### config.mk
export PLATFORM = sky130hd
export DESIGN_NAME = dphy_tx_lane_dist
export DESIGN_NICKNAME = d
export VERILOG_FILES = /design/src/rtl/csi2_tx_pkg.sv /design/src/rtl/dphy_tx_lane_trail.sv /design/src/rtl/dphy_tx_lane_dist.sv
export SDC_FILE = /design/constraint.sdc
export NUM_CORES = 1
export LEC_CHECK = 0
export ABC_AREA = 1
export BUFFER_PORTS_ARGS = -buffer_cell sky130_fd_sc_hd__buf_2
export CAP_MARGIN = 5
export CORE_UTILIZATION = 40
export CTS_CLUSTER_DIAMETER = 80
export DETAILED_ROUTE_END_ITERATION = 7
export HOLD_SLACK_MARGIN = 0.06
export PLACE_DENSITY = 0.67
export SLEW_MARGIN = 15
export SYNTH_ARGS = -nofsm -noshare
export SYNTH_HDL_FRONTEND = slang
export SYNTH_SLANG_ARGS = --single-unit
### constraint.sdc
create_clock -name byte_clk_i -period 2.8 [get_ports byte_clk_i]
set_input_delay 0.42 -clock byte_clk_i [delete_from_list [all_inputs] [get_ports byte_clk_i]]
set_output_delay 0.42 -clock byte_clk_i [all_outputs]
set_load 0.02 [all_outputs]
### src/rtl/csi2_tx_pkg.sv
// Shared constants and state encoding for the CSI-2 TX lane distributor.
package csi2_tx_pkg;

  localparam logic [7:0]  SYNC_BYTE        = 8'hB8;
  localparam int unsigned DATA_LANES_DEF   = 4;
  localparam int unsigned TRAIL_CYCLES_DEF = 2;
  localparam int unsigned EXIT_CYCLES_DEF  = 8;
  localparam int unsigned EXIT_CNT_W       = 8;

  typedef enum logic [2:0] {
    IDLE,
    HS_REQ,
    SYNC,
    DATA,
    TRAIL,
    EXIT
  } tx_state_t;

endpackage

### src/rtl/dphy_tx_lane_trail.sv
// One D-PHY lane: holds the outgoing HS byte, remembers bit 7 of the last
// byte sent and generates the HS trailer once started.
module dphy_tx_lane_trail
  import csi2_tx_pkg::*;
#(
  parameter int unsigned TRAIL_CYCLES = TRAIL_CYCLES_DEF
) (
  input  logic       clk,
  input  logic       rst,
  input  logic       load,
  input  logic [7:0] load_byte,
  input  logic       start,
  output logic [7:0] hs_data,
  output logic       hs_valid,
  output logic       trail_done_c
);

  localparam int unsigned CNT_W = $clog2(TRAIL_CYCLES + 1);

  logic [CNT_W-1:0] cnt_q;
  logic             last_bit_q;
  logic             trailing_q;
  logic             fin_q;

  // Byte register, trailer counter and completion flag.
  always_ff @(posedge clk) begin
    if (rst) begin
      hs_data    <= '0;
      hs_valid   <= 1'b0;
      cnt_q      <= '0;
      last_bit_q <= 1'b0;
      trailing_q <= 1'b0;
      fin_q      <= 1'b0;
    end else if (load) begin
      hs_data    <= load_byte;
      hs_valid   <= 1'b1;
      last_bit_q <= load_byte[7];
      trailing_q <= 1'b0;
      fin_q      <= 1'b0;
    end else if (start) begin
      hs_data    <= {8{~last_bit_q}};
      hs_valid   <= 1'b1;
      cnt_q      <= CNT_W'(TRAIL_CYCLES - 1);
      trailing_q <= 1'b1;
      fin_q      <= 1'b0;
    end else if (trailing_q) begin
      if (cnt_q != '0) begin
        cnt_q <= cnt_q - CNT_W'(1);
      end else begin
        hs_valid   <= 1'b0;
        trailing_q <= 1'b0;
        fin_q      <= 1'b1;
      end
    end
  end

  // Done while the final trailer byte is on the wire, so the FSM leaves TRAIL
  // at the same edge that drops the last valid.
  assign trail_done_c = fin_q | (trailing_q & (cnt_q == '0));

endmodule

### src/rtl/dphy_tx_lane_dist.sv
// CSI-2 TX lane distributor: requests HS mode, sends SoT sync, stripes packet
// words over the lanes, appends per-lane trailers and holds the HS-exit gap.
module dphy_tx_lane_dist
  import csi2_tx_pkg::*;
#(
  parameter int unsigned DATA_LANES   = DATA_LANES_DEF,
  parameter int unsigned TRAIL_CYCLES = TRAIL_CYCLES_DEF,
  parameter int unsigned EXIT_CYCLES  = EXIT_CYCLES_DEF
) (
  input  logic                       byte_clk_i,
  input  logic                       rst_i,
  input  logic [DATA_LANES-1:0][7:0] word_i,
  input  logic                       valid_i,
  input  logic                       last_i,
  input  logic [DATA_LANES-1:0]      keep_i,
  output logic                       ready_o,
  output logic                       hs_req_o,
  input  logic                       hs_ready_i,
  output logic [DATA_LANES-1:0][7:0] hs_data_o,
  output logic [DATA_LANES-1:0]      hs_valid_o,
  output logic                       underflow_o,
  output logic                       busy_o
);

  localparam logic [EXIT_CNT_W-1:0] EXIT_LAST = EXIT_CNT_W'(EXIT_CYCLES - 1);

  tx_state_t                 state_q, state_d;
  logic [DATA_LANES-1:0]     load, start, done, keep_eff;
  logic [DATA_LANES-1:0]     pend_q, pend_d;
  logic [EXIT_CNT_W-1:0]     exit_q, exit_d;
  logic                      sel_sync;
  logic                      uflow_d;

  // An all-zero keep on the last word still sends lane 0.
  always_comb begin
    keep_eff = (keep_i == '0) ? DATA_LANES'(1) : keep_i;
  end

  // Next state, lane load/start strobes, pending-trailer mask and exit count.
  always_comb begin
    state_d  = state_q;
    load     = '0;
    start    = '0;
    pend_d   = pend_q;
    exit_d   = exit_q;
    sel_sync = 1'b0;
    uflow_d  = 1'b0;
    case (state_q)
      IDLE: begin
        if (valid_i) state_d = HS_REQ;
      end
      HS_REQ: begin
        if (hs_ready_i) state_d = SYNC;
      end
      SYNC: begin
        load     = '1;
        sel_sync = 1'b1;
        state_d  = DATA;
      end
      DATA: begin
        if (valid_i) begin
          if (last_i) begin
            load    = keep_eff;
            start   = ~keep_eff;
            pend_d  = keep_eff;
            state_d = TRAIL;
          end else begin
            load = '1;
          end
        end else begin
          start   = '1;
          pend_d  = '0;
          uflow_d = 1'b1;
          state_d = TRAIL;
        end
      end
      TRAIL: begin
        start  = pend_q;
        pend_d = '0;
        if (&done) begin
          state_d = EXIT;
          exit_d  = '0;
        end
      end
      EXIT: begin
        if (exit_q == EXIT_LAST) state_d = IDLE;
        else exit_d = exit_q + EXIT_CNT_W'(1);
      end
      default: state_d = IDLE;
    endcase
  end

  // State, counters and registered control outputs.
  always_ff @(posedge byte_clk_i) begin
    if (rst_i) begin
      state_q     <= IDLE;
      pend_q      <= '0;
      exit_q      <= '0;
      ready_o     <= 1'b0;
      hs_req_o    <= 1'b0;
      underflow_o <= 1'b0;
      busy_o      <= 1'b0;
    end else begin
      state_q     <= state_d;
      pend_q      <= pend_d;
      exit_q      <= exit_d;
      ready_o     <= (state_d == DATA);
      hs_req_o    <= (state_d inside {HS_REQ, SYNC, DATA, TRAIL});
      underflow_o <= uflow_d;
      busy_o      <= (state_d != IDLE);
    end
  end

  for (genvar i = 0; i < DATA_LANES; i++) begin : g_lane
    dphy_tx_lane_trail #(
      .TRAIL_CYCLES(TRAIL_CYCLES)
    ) u_lane (
      .clk          (byte_clk_i),
      .rst          (rst_i),
      .load         (load[i]),
      .load_byte    (sel_sync ? SYNC_BYTE : word_i[i]),
      .start        (start[i]),
      .hs_data      (hs_data_o[i]),
      .hs_valid     (hs_valid_o[i]),
      .trail_done_c (done[i])
    );
  end

endmodule
==> run metrics, run 1 <==
TritonCTS clock tree yes; clock slew at the register clock pins of the worst setup and hold paths roughly 0.080 ns; Syn Nets between 500 and 600; Core ar. 8340 sq um; setup-violating endpoint count in the final report 0; routed wirelength normalized by instance count 12.2 um; largest fanout on the critical path 11; Post-Syn Area per Cell 7.27 sq um; Async SR Flop Fraction 0%; count of flip-flops with a built-in enable after synthesis 0; count of state elements after synthesis 75; synthesized area 3480 sq um; Slowest-stage cell, CP sky130_fd_sc_hd__dfxtp_1; leakage power total 2.06 nW; element type at the critical path start flip-flop; complex-gate fraction of the synthesized area 16.1%; worst setup path category reg2reg; Worst EP arrival 2.16 ns; wire length of the first global-routing pass 13.7 mm; Worst path max stage delay 0.36 ns; max-slew violations 0; outcome finished, final reports clean; overall overflow remaining after global route 0; total of hold buffers inserted after clock tree synthesis 0; ratio of total power to cell area 607 nW/um^2; adder-cell share of the synthesized area about 1.8%; Final Cycle Share 67.0%; post-synthesis instance total 479; Max rail drop VDD 330 uV; unrepaired setup endpoints after global routing false; Max Clock Skew about 0.01 ns; overall routed net length 8.14 mm; post-detail-place hpwl between 5 and 6 mm; GP Congestion between 0.8 and 0.9; antenna violations before repair 0; port buffer count 80; area grow syn2layout 19.4%; dominant cells by area after synthesis sky130_fd_sc_hd__dfxtp_1 (43%), sky130_fd_sc_hd__nand2_1 (9.0%), sky130_fd_sc_hd__inv_1 (7.1%); layout filler cell count around 850; Total Routing Usage GR between 15 and 20%; CTS Buf Count 9; number of vias in the routed layout 3229; sink count of the clock tree 75; number of global-route vias before repair about 3100; cell type contributing the most total cell area after synthesis sky130_fd_sc_hd__dfxtp_1; Fin Setup TNS 0 ns; Yosys Warn Count 0; number of nets in the finished design 602; timing-limited maximum frequency roughly 0.53 GHz; Post-route DRC 0; sequential area share after synthesis 43.1%; slew of the pin with the lowest slew margin 0.543 ns; number of distinct standard cells referenced by the synthesized netlist 34; H-tree lvl count 3; area of the die 9090 sq um; sort of element at the end of the critical path flip-flop; Synth Area in XOR/XNOR 0.503%; diode count 0; fraction of synthesized cell area taken by the top area cell type 43.1%; remaining max-slew budget at the tightest pin 63.7%; post_cts resized 0; cell chain of the critical path inv_2 -> nand2_4 -> nor2_4 -> nand2_1 -> nand2_2 -> nor2_4 -> inv_2 -> o21ai_0 -> a21oi_1; maximum buffer depth of the clock tree 2; number of hold violations in the final report 0; total placed instance area 3930 sq um; Max Cap Violations 0; starting utilization of the core area 41.8%; Finished Cell Area 4160 sq um; horizontal die dimension approximately 95 um; average via count per standard cell between 4 and 5; primary flip-flop cell chosen by synthesis mapping sky130_fd_sc_hd__dfxtp_1; path class of the lowest-slack min-delay path in2reg; source-to-sink clock delay at the later pin of the worst-skew pair 0.35 ns; dominant combinational cell family by area after synthesis simple AND/OR/NAND/NOR gates; count of antenna-violating nets left after detailed routing 0; Clock Root Buffer sky130_fd_sc_hd__clkbuf_8; critical path required time 3.08 ns; Die Height between 90 and 100 um; count of standard-cell rows 33; synthesized-area fraction occupied by and/or/nand/nor cells 27.9%; I/O Pins 81; fin crit period between 1.5 and 2 ns; share of post-route cells with drive strength above 1 23.7%; drt initial violations 125; maximum number of pins on one net before global-route repair 27; proportion of synthesized area in mux cells 0%; iteration count of the initial detailed-routing pass 4; Setup Buffers After CTS 0
## report_power, final
group	total [W]	internal, W	switching [W]
Clock	0.000944	0.000526	0.000418
Sequential	0.00117	0.00114	0.0000369
Combinational	0.000405	0.000144	0.000262
Total	0.00252	0.00181	0.000716
## through the flow
stage	hold slack (ns)	total power (W)	util [%]	setup slack (ns)	std cells
2_1_floorplan	0.439	0.00148	-	1.29	479
3_3_place_gp	0.449	0.00160	47.1	0.959	650
3_5_place_dp	0.457	0.00160	47.1	0.929	650
4_1_cts	0.282	0.00255	49.9	0.910	666
5_1_grt	0.281	0.00265	49.9	0.772	666
6_report	0.303	0.00252	49.9	0.925	666
## synth_stat cells, types with 6 or more instances
| cell type | count |
|---|---|
| sky130_fd_sc_hd__a21oi_1 | 31 |
| sky130_fd_sc_hd__a31oi_1 | 6 |
| sky130_fd_sc_hd__buf_4 | 7 |
| sky130_fd_sc_hd__clkbuf_1 | 7 |
| sky130_fd_sc_hd__dfxtp_1 | 75 |
| sky130_fd_sc_hd__inv_1 | 66 |
| sky130_fd_sc_hd__nand2_1 | 84 |
| sky130_fd_sc_hd__nand2_2 | 6 |
| sky130_fd_sc_hd__nand3_1 | 34 |
| sky130_fd_sc_hd__nor2_1 | 56 |
| sky130_fd_sc_hd__o21ai_0 | 33 |
| sky130_fd_sc_hd__o21ai_1 | 9 |
| sky130_fd_sc_hd__o21bai_1 | 7 |
| sky130_fd_sc_hd__or2_2 | 8 |
## sequential cells by signal, indices dropped and copies added, names as in the netlist
register                  count
busy_o                        1
exit_q                        8
g_lane.u_lane.cnt_q           8
g_lane.u_lane.fin_q           4
g_lane.u_lane.hs_data        32
g_lane.u_lane.hs_valid        4
g_lane.u_lane.last_bit_q      4
g_lane.u_lane.trailing_q      4
hs_req_o                      1
pend_q                        4
ready_o                       1
state_q                       3
underflow_o                   1
## final timing paths
kind,startpoint,to,slack (ns),cells past startpoint
hold / removal,word_i[30],g_lane[3].u_lane.hs_data[6]$_SDFFE_PP0P_,0.30,3
hold reg to reg,g_lane[1].u_lane.cnt_q[1]$_SDFFE_PP0P_,g_lane[1].u_lane.cnt_q[1]$_SDFFE_PP0P_,0.47,2
setup reg to reg,state_q[2]$_SDFF_PP0_,g_lane[3].u_lane.hs_data[3]$_SDFFE_PP0P_,0.93,9
setup / recovery,state_q[2]$_SDFF_PP0_,g_lane[3].u_lane.hs_data[3]$_SDFFE_PP0P_,0.93,9
## layout by cell type (no fill, tap or decap), drive strengths merged, types with 3 or more instances in the layout
cell,netlist,final
a31oi,6,6
nor3,3,3
dfxtp,75,75
o21ai,44,44
o21bai,7,7
ha,5,5
buf,10,83
nand4,3,3
inv,71,71
nand3b,4,4
nand2,93,93
a21oi,33,33
clkbuf,7,10
nand3,34,34
or2,9,9
nor2,63,63
o211ai,5,5
## critical path, delay by kind of cell, from the launching register on
family | cells | cell delay [ns]
AO/OA/AOI/OAI | 2 | 0.22
buffers and inverters | 2 | 0.31
flip-flops | 1 | 0.36
AND/OR/NAND/NOR | 5 | 0.91
## metal layers
metal  routed length (um)  share of wire (%)  global-route usage (%)  vias to the layer above
li1                     -                  -                       -                     1687
met1                 3930                 48                    23.7                     1432
met2                 3540                 43                    31.1                       98
met3                  548                6.7                    7.10                       12
met4                  131                1.6                    7.45                        0
met5                    0                  0                       0                        -
## cells by family after synthesis
family	Yosys count
AOI/OAI and AO/OA	98
xor gates and xnor gates	2
adders and majority gates	5
buffers and inverters	88
DFF	75
and+or+nand+nor	211
## area by class of cell
type	count	area, sq um	area share, %
clock buffers	10	138	3.31
clock inverters	6	88.8	2.14
inverters	71	267	6.41
multi-input cells	316	1610	38.7
flip-flops and latches	75	1500	36.1
well taps	105	131	3.16
repair buffers	83	423	10.2
No activity file was read; power rests on OpenSTA's default activity.
==> inputs of run 2 (changes only) <==
clock period = 2 ns   (was 2.8 ns; I/O delays follow)
==> run 2 against run 1 <==
Worst setup slack worse by 0.71 ns. Clock power is 46% higher. Largest power group unchanged. Sequential power is 40% higher. Register-to-register slack worse by 0.71 ns. Cell count is 0.30% higher. Clock skew is 0.0016 ns lower. Core utilization is 0.37 points higher. Sequential cell count stayed put. Cell area is 0.75% higher. Non-clock buffer count is 2 higher. Clock-buffer cell count is 1 lower. Sequential share of layout area is 0.27 points lower.
==> run metrics, run 2 (synthesized netlist as in run 1, its figures left out) <==
average via count per standard cell between 4 and 5; setup-violating endpoint count in the final report 0; R2R cell count 9; remaining max-slew budget at the tightest pin 71.3%; antenna violations before repair 0; reg-to-reg critical path endpoint g_lane[0].u_lane.cnt_q[0]$_SDFFE_PP0P_; drt initial violations 141; most common library cell in the layout ignoring fill and taps sky130_fd_sc_hd__nand2_1; critical path required time 2.23 ns; Worst EP arrival 2.02 ns; CTS Buf Count 9; wire length of the first global-routing pass 13.5 mm; horizontal die dimension 95.3 um; worst setup path category reg2reg; R2R Path Start state_q[0]$_SDFF_PP0_; timing-limited maximum frequency ~0.56 GHz; Worst path max stage delay 0.46 ns; starting utilization of the core area 41.8%; cell chain of the critical path inv_2 -> nand2_1 -> nor2_4 -> nand2_2 -> nand2_1 -> o21ai_1 -> nand2_1 -> nand2_1 -> nor2_1; startpoint of the lowest-slack hold path word_i[24]; GP Congestion 0.839; Clock Root Buffer sky130_fd_sc_hd__clkbuf_8; cell with the most instances on the worst path sky130_fd_sc_hd__nand2_1; H-tree lvl count 3; clock slew at the register clock pins of the worst setup and hold paths 0.08 ns; count of antenna-violating nets left after detailed routing 0; Core ar. between 8000 and 9000 sq um; fin crit period between 1.5 and 2 ns; Max rail drop VDD 562 uV; port buffer count 80; Hold Crit Endpoint g_lane[3].u_lane.hs_data[0]$_SDFFE_PP0P_; area grow syn2layout 20.3%; number of nets in the finished design slightly above 600; overall routed net length 7.96 mm; element type at the critical path start flip-flop; number of global-route vias before repair 3032; TritonCTS clock tree yes; Slowest-stage cell, CP sky130_fd_sc_hd__dfxtp_1; sink count of the clock tree 75; I/O Pins 81; outcome finished, final reports clean; top flop regs g_lane.u_lane.hs_data (32), exit_q (8), g_lane.u_lane.cnt_q (8); path class of the lowest-slack min-delay path in2reg; leakage power total approximately 2.1 nW; number of hold violations in the final report 0; most used cells in the layout excluding fill and tap cells sky130_fd_sc_hd__nand2_1 (83), sky130_fd_sc_hd__buf_2 (80), sky130_fd_sc_hd__dfxtp_1 (75), sky130_fd_sc_hd__inv_1 (66), sky130_fd_sc_hd__nor2_1 (56); flip-flop count of the largest register after layout 32; slew of the pin with the lowest slew margin 0.430 ns; maximum number of pins on one net before global-route repair 24; routed wirelength normalized by instance count 11.9 um; final cell count without fillers 668; worst reg-to-reg setup slack 0.21 ns; share of post-route cells with drive strength above 1 about a quarter; count of standard-cell rows 33; Setup Buffers After CTS 0; Post-route DRC 0; source-to-sink clock delay at the later pin of the worst-skew pair about 0.34 ns; Total Routing Usage GR 19.0%; layout filler cell count between 800 and 900; unrepaired setup endpoints after global routing false; diode count 0; sort of element at the end of the critical path flip-flop; iteration count of the initial detailed-routing pass 4; depth of the worst hold-timing path 3; post-detail-place hpwl between 5 and 6 mm; overall overflow remaining after global route 0; largest register by flop count g_lane.u_lane.hs_data; Final Cycle Share 89.4%; maximum buffer depth of the clock tree 2; Die Height ~95 um; number of vias in the routed layout ~3200; max-slew violations 0; Fin Setup TNS 0 ns; Inst Count DP roughly 650; Max Cap Violations 0; largest fanout on the critical path 15; area of the die 9090 sq um; Max Clock Skew 0.00858 ns; ratio of total power to cell area 858 nW/um^2
run 2: what timing repair did:
| action | 4_1_cts | 5_1_grt |
|---|---|---|
| setup endpoints to repair | 0 | 4 |
| hold buffers | 0 | 0 |
| resized for setup | 0 | 1 |
run 2: how the worst max path moves through the flow:
stage | from | end | slack, ns
6_report | state_q[0]$_SDFF_PP0_ | g_lane[0].u_lane.cnt_q[0]$_SDFFE_PP0P_ | 0.21
5_1_grt | state_q[0]$_SDFF_PP0_ | g_lane[0].u_lane.cnt_q[1]$_SDFFE_PP0P_ | 0.03
4_1_cts | state_q[0]$_SDFF_PP0_ | g_lane[1].u_lane.hs_data[3]$_SDFFE_PP0P_ | 0.19
3_5_place_dp | state_q[0]$_SDFF_PP0_ | g_lane[1].u_lane.hs_data[3]$_SDFFE_PP0P_ | 0.20
3_3_place_gp | state_q[0]$_SDFF_PP0_ | g_lane[1].u_lane.hs_data[4]$_SDFFE_PP0P_ | 0.27
2_1_floorplan | state_q[2]$_SDFF_PP0_ | g_lane[3].u_lane.hs_data[0]$_SDFFE_PP0P_ | 0.58
run 2: critical path: cells and delay by family (launching register included):
family	cells	cell delay (ns)
AO/OA/AOI/OAI	1	0.38
buffers and inverters	1	0.12
flip-flops	1	0.46
AND/OR/NAND/NOR	7	0.70
run 2: metal layers:
metal  routed length, um  track usage, %
met5                   0               0
met1                3880            24.4
met3                 478            5.66
met4                  65            4.17
met2                3540            31.2
run 2: cell type report:
cell class | count | area [sq um] | area share (%)
flip-flops and latches | 75 | 1500 | 35.8
well taps | 105 | 131 | 3.14
clock buffers | 9 | 124 | 2.96
inverters | 71 | 267 | 6.36
repair buffers | 85 | 438 | 10.5
multi-input cells | 316 | 1610 | 38.5
clock inverters | 7 | 116 | 2.78
run 2: per-stage QoR:
stage               utilization [%]  cell area, sq um  hold WS [ns]  power [W]  setup slack, ns
finish                         50.2              4190         0.188    0.00360            0.212
global route                   50.2              4190         0.195    0.00378           0.0339
CTS                            50.2              4190         0.178    0.00364            0.194
detailed placement             47.3              3950         0.454    0.00225            0.197
global placement               47.3              3950         0.449    0.00224            0.273
floorplan                         -              3480         0.377    0.00208            0.578
run 2: power by group:
group | internal, W | leakage (nW) | switching, W
Clock | 0.000826 | 0.119 | 0.000557
Sequential | 0.00159 | 0.610 | 0.0000519
Combinational | 0.000203 | 1.36 | 0.000364
==> inputs of run 3 (changes only) <==
--- a/config.mk
+++ b/config.mk
@@ -15,2 +15,3 @@
 export PLACE_DENSITY = 0.67
+export RECOVER_POWER = 100
 export SLEW_MARGIN = 15
==> constraint.sdc (replaced) <==
create_clock -name byte_clk_i -period 2 [get_ports byte_clk_i]
set_input_delay 0.1 -clock byte_clk_i [delete_from_list [all_inputs] [get_ports byte_clk_i]]
set_output_delay 0.1 -clock byte_clk_i [all_outputs]
set_load 0.02 [all_outputs]
==> run 3 against run 2 <==
Worst hold slack lost 0.11 ns. Via count grew 3.7%. Cell count grew 2.2%. First-iteration DRC count grew 14%. Maximum frequency shrank 0.36%. Sequential power is essentially flat. Clock-buffer cell count is the same. Die area is the same. Critical path depth shrank 2. Critical path type unchanged. Highest routed layer unchanged.
==> run metrics, run 3 (synthesized netlist as in run 1, its figures left out) <==
Worst Setup Slack, final approximately 0.21 ns; I/O Pins 81; sequential share of power between 40% and 50%; ratio of total power to cell area 846 nW/um^2; layout filler cell count 832; Slowest-stage cell, CP sky130_fd_sc_hd__dfxtp_1; Final Util 51.2%; Worst path max stage delay 0.41 ns; cell chain of the critical path inv_1 -> nor2_4 -> nand2_1 -> nand2_1 -> inv_1 -> o21bai_1 -> inv_1; largest fanout on the critical path 17; fraction of power consumed by the clock network 38.7%; reported net switching power 0.000996 W; Setup Buffers After CTS 0; top flop regs g_lane.u_lane.hs_data (32), exit_q (8), g_lane.u_lane.cnt_q (8); cell with the most instances on the worst path sky130_fd_sc_hd__inv_1; number of vias in the routed layout roughly 3300; gate family responsible for the most delay along the worst path simple AND/OR/NAND/NOR gates; post_cts resized 0; combinational group share of total power 15.8%; Sequential Area ~1500 sq um; Worst Setup Slack post-DPL 0.237 ns; Max rail drop VDD 456 uV; post-detail-place hpwl 5.91 mm; average via count per standard cell about 4.9; footprint of the multi-input gates 1590 sq um; maximum number of pins on one net before global-route repair 24; TritonCTS clock tree yes; max-slew violations 0; starting utilization of the core area 41.8%; antenna violations before repair 0; Max Clock Skew roughly 0.0074 ns; horizontal die dimension 95.3 um; sink count of the clock tree 75; number of global-route vias before repair 2947; overall routed net length 8.20 mm; largest register by flop count g_lane.u_lane.hs_data; count of standard-cell rows 33; sort of element at the end of the critical path flip-flop; Post-route DRC 0; remaining max-slew budget at the tightest pin 62.4%; critical path required time 2.25 ns; port buffer count 80; element type at the critical path start flip-flop; most common library cell in the layout ignoring fill and taps sky130_fd_sc_hd__nand2_1; number of nets in the finished design 619; drt initial violations 161; overall overflow remaining after global route 0; Max Cap Violations 0; diode count 0; share of post-route cells with drive strength above 1 15.2%; routed wirelength normalized by instance count 12.0 um; count of antenna-violating nets left after detailed routing 0; path class of the lowest-slack min-delay path in2reg; CTS Buf Count 9; slew of the pin with the lowest slew margin 0.563 ns; clock slew at the register clock pins of the worst setup and hold paths 0.08 ns; setup-violating endpoint count in the final report 0; fin crit period approximately 1.8 ns; flip-flop count of the largest register after layout 32; area grow syn2layout 22.6%; Final Cycle Share around nine tenths; worst setup path category reg2reg; Core ar. around 8300 sq um; area of the die 9090 sq um; unrepaired setup endpoints after global routing false; Clock Root Buffer sky130_fd_sc_hd__clkbuf_8; Buffers & Inverters on Critical Path 3; timing-limited maximum frequency roughly 0.56 GHz; leakage power total 1.98 nW; maximum buffer depth of the clock tree 2; iteration count of the initial detailed-routing pass 4; cell-internal power 0.00262 W; wire length of the first global-routing pass roughly 13 mm; Total Routing Usage GR 19.2%; number of hold violations in the final report 0; source-to-sink clock delay at the later pin of the worst-skew pair 0.35 ns; H-tree lvl count 3; Fin Setup TNS 0 ns; most used cells in the layout excluding fill and tap cells sky130_fd_sc_hd__nand2_1 (86), sky130_fd_sc_hd__dfxtp_1 (75), sky130_fd_sc_hd__inv_1 (68), sky130_fd_sc_hd__nor2_1 (57); outcome finished, final reports clean; Die Height 95.3 um; GP Congestion approximately 0.83; switch share approximately 28%; Worst EP arrival approximately 2.0 ns
## run 3: changes by cell type in the layout (fill, tap and decap cells not counted), sizes merged
cell | before | now
clkbuf | 9 | 49
dlygate4sd3 | 0 | 16
buf | 85 | 44
## run 3: path summary, 6_finish.rpt
path                                          start                                  endpoint  slack, ns  cells past startpoint
max                           state_q[2]$_SDFF_PP0_  g_lane[1].u_lane.hs_data[3]$_SDFFE_PP0P_       0.21                      7
min                                      word_i[15]  g_lane[1].u_lane.last_bit_q$_SDFFE_PP0P_       0.08                      3
max reg2reg                   state_q[2]$_SDFF_PP0_  g_lane[1].u_lane.hs_data[3]$_SDFFE_PP0P_       0.21                      7
min reg2reg  g_lane[1].u_lane.cnt_q[1]$_SDFFE_PP0P_    g_lane[1].u_lane.cnt_q[1]$_SDFFE_PP0P_       0.47                      2
## run 3: final cells by class
cell class	count	area share, %
Clock buffer	9	2.90
Clock inverter	7	2.72
Inverter	71	6.24
Multi-Input combinational cell	316	37.3
Sequential cell	75	35.1
Tap cell	105	3.08
Timing Repair Buffer	100	12.7
## run 3: worst reg2reg max path, cell delays in order, from the launching register on
cell and delay [ns]:
sky130_fd_sc_hd__dfxtp_1 0.41, sky130_fd_sc_hd__inv_1 0.17, sky130_fd_sc_hd__nor2_4 0.21, sky130_fd_sc_hd__nand2_1 0.07, sky130_fd_sc_hd__nand2_1 0.39, sky130_fd_sc_hd__inv_1 0.21
sky130_fd_sc_hd__o21bai_1 0.18, sky130_fd_sc_hd__inv_1 0.05
## run 3: repair_timing
item / 4_1_cts / 5_1_grt
hold buffers: 16 / 0
endpoints found under the hold margin: 17 / 0
setup endpoints to repair: 0 / 0
## run 3: through the flow
| stage | total power, W | hold WS [ns] | instances | cell area (sq um) |
|---|---|---|---|---|
| after CTS | 0.00368 | 0.0611 | 683 | 4340 |
| after global placement | 0.00224 | 0.329 | 651 | 3940 |
| after detailed placement | 0.00225 | 0.338 | 651 | 3940 |
| final | 0.00361 | 0.0825 | 683 | 4270 |
| after global routing | 0.00379 | 0.0733 | 683 | 4270 |
| after floorplan | 0.00208 | 0.177 | 479 | 3480 |
## run 3: power by group through the flow
stage	combinational, W	clock, W	sequential [W]
2_1_floorplan	0.000325	0	0.00175
3_3_place_gp	0.000561	0	0.00168
3_5_place_dp	0.000570	0	0.00168
4_1_cts	0.000597	0.00144	0.00164
5_1_grt	0.000636	0.00150	0.00166
6_report	0.000570	0.00140	0.00164
## run 3: routing by layer
layer  vias up  wire [um]  track usage, %
li1       1719          -               -
met1      1504       3850            24.0
met2        85       3760            31.0
met3         9        476            6.62
met4         0        113            6.06
met5         -          0               0
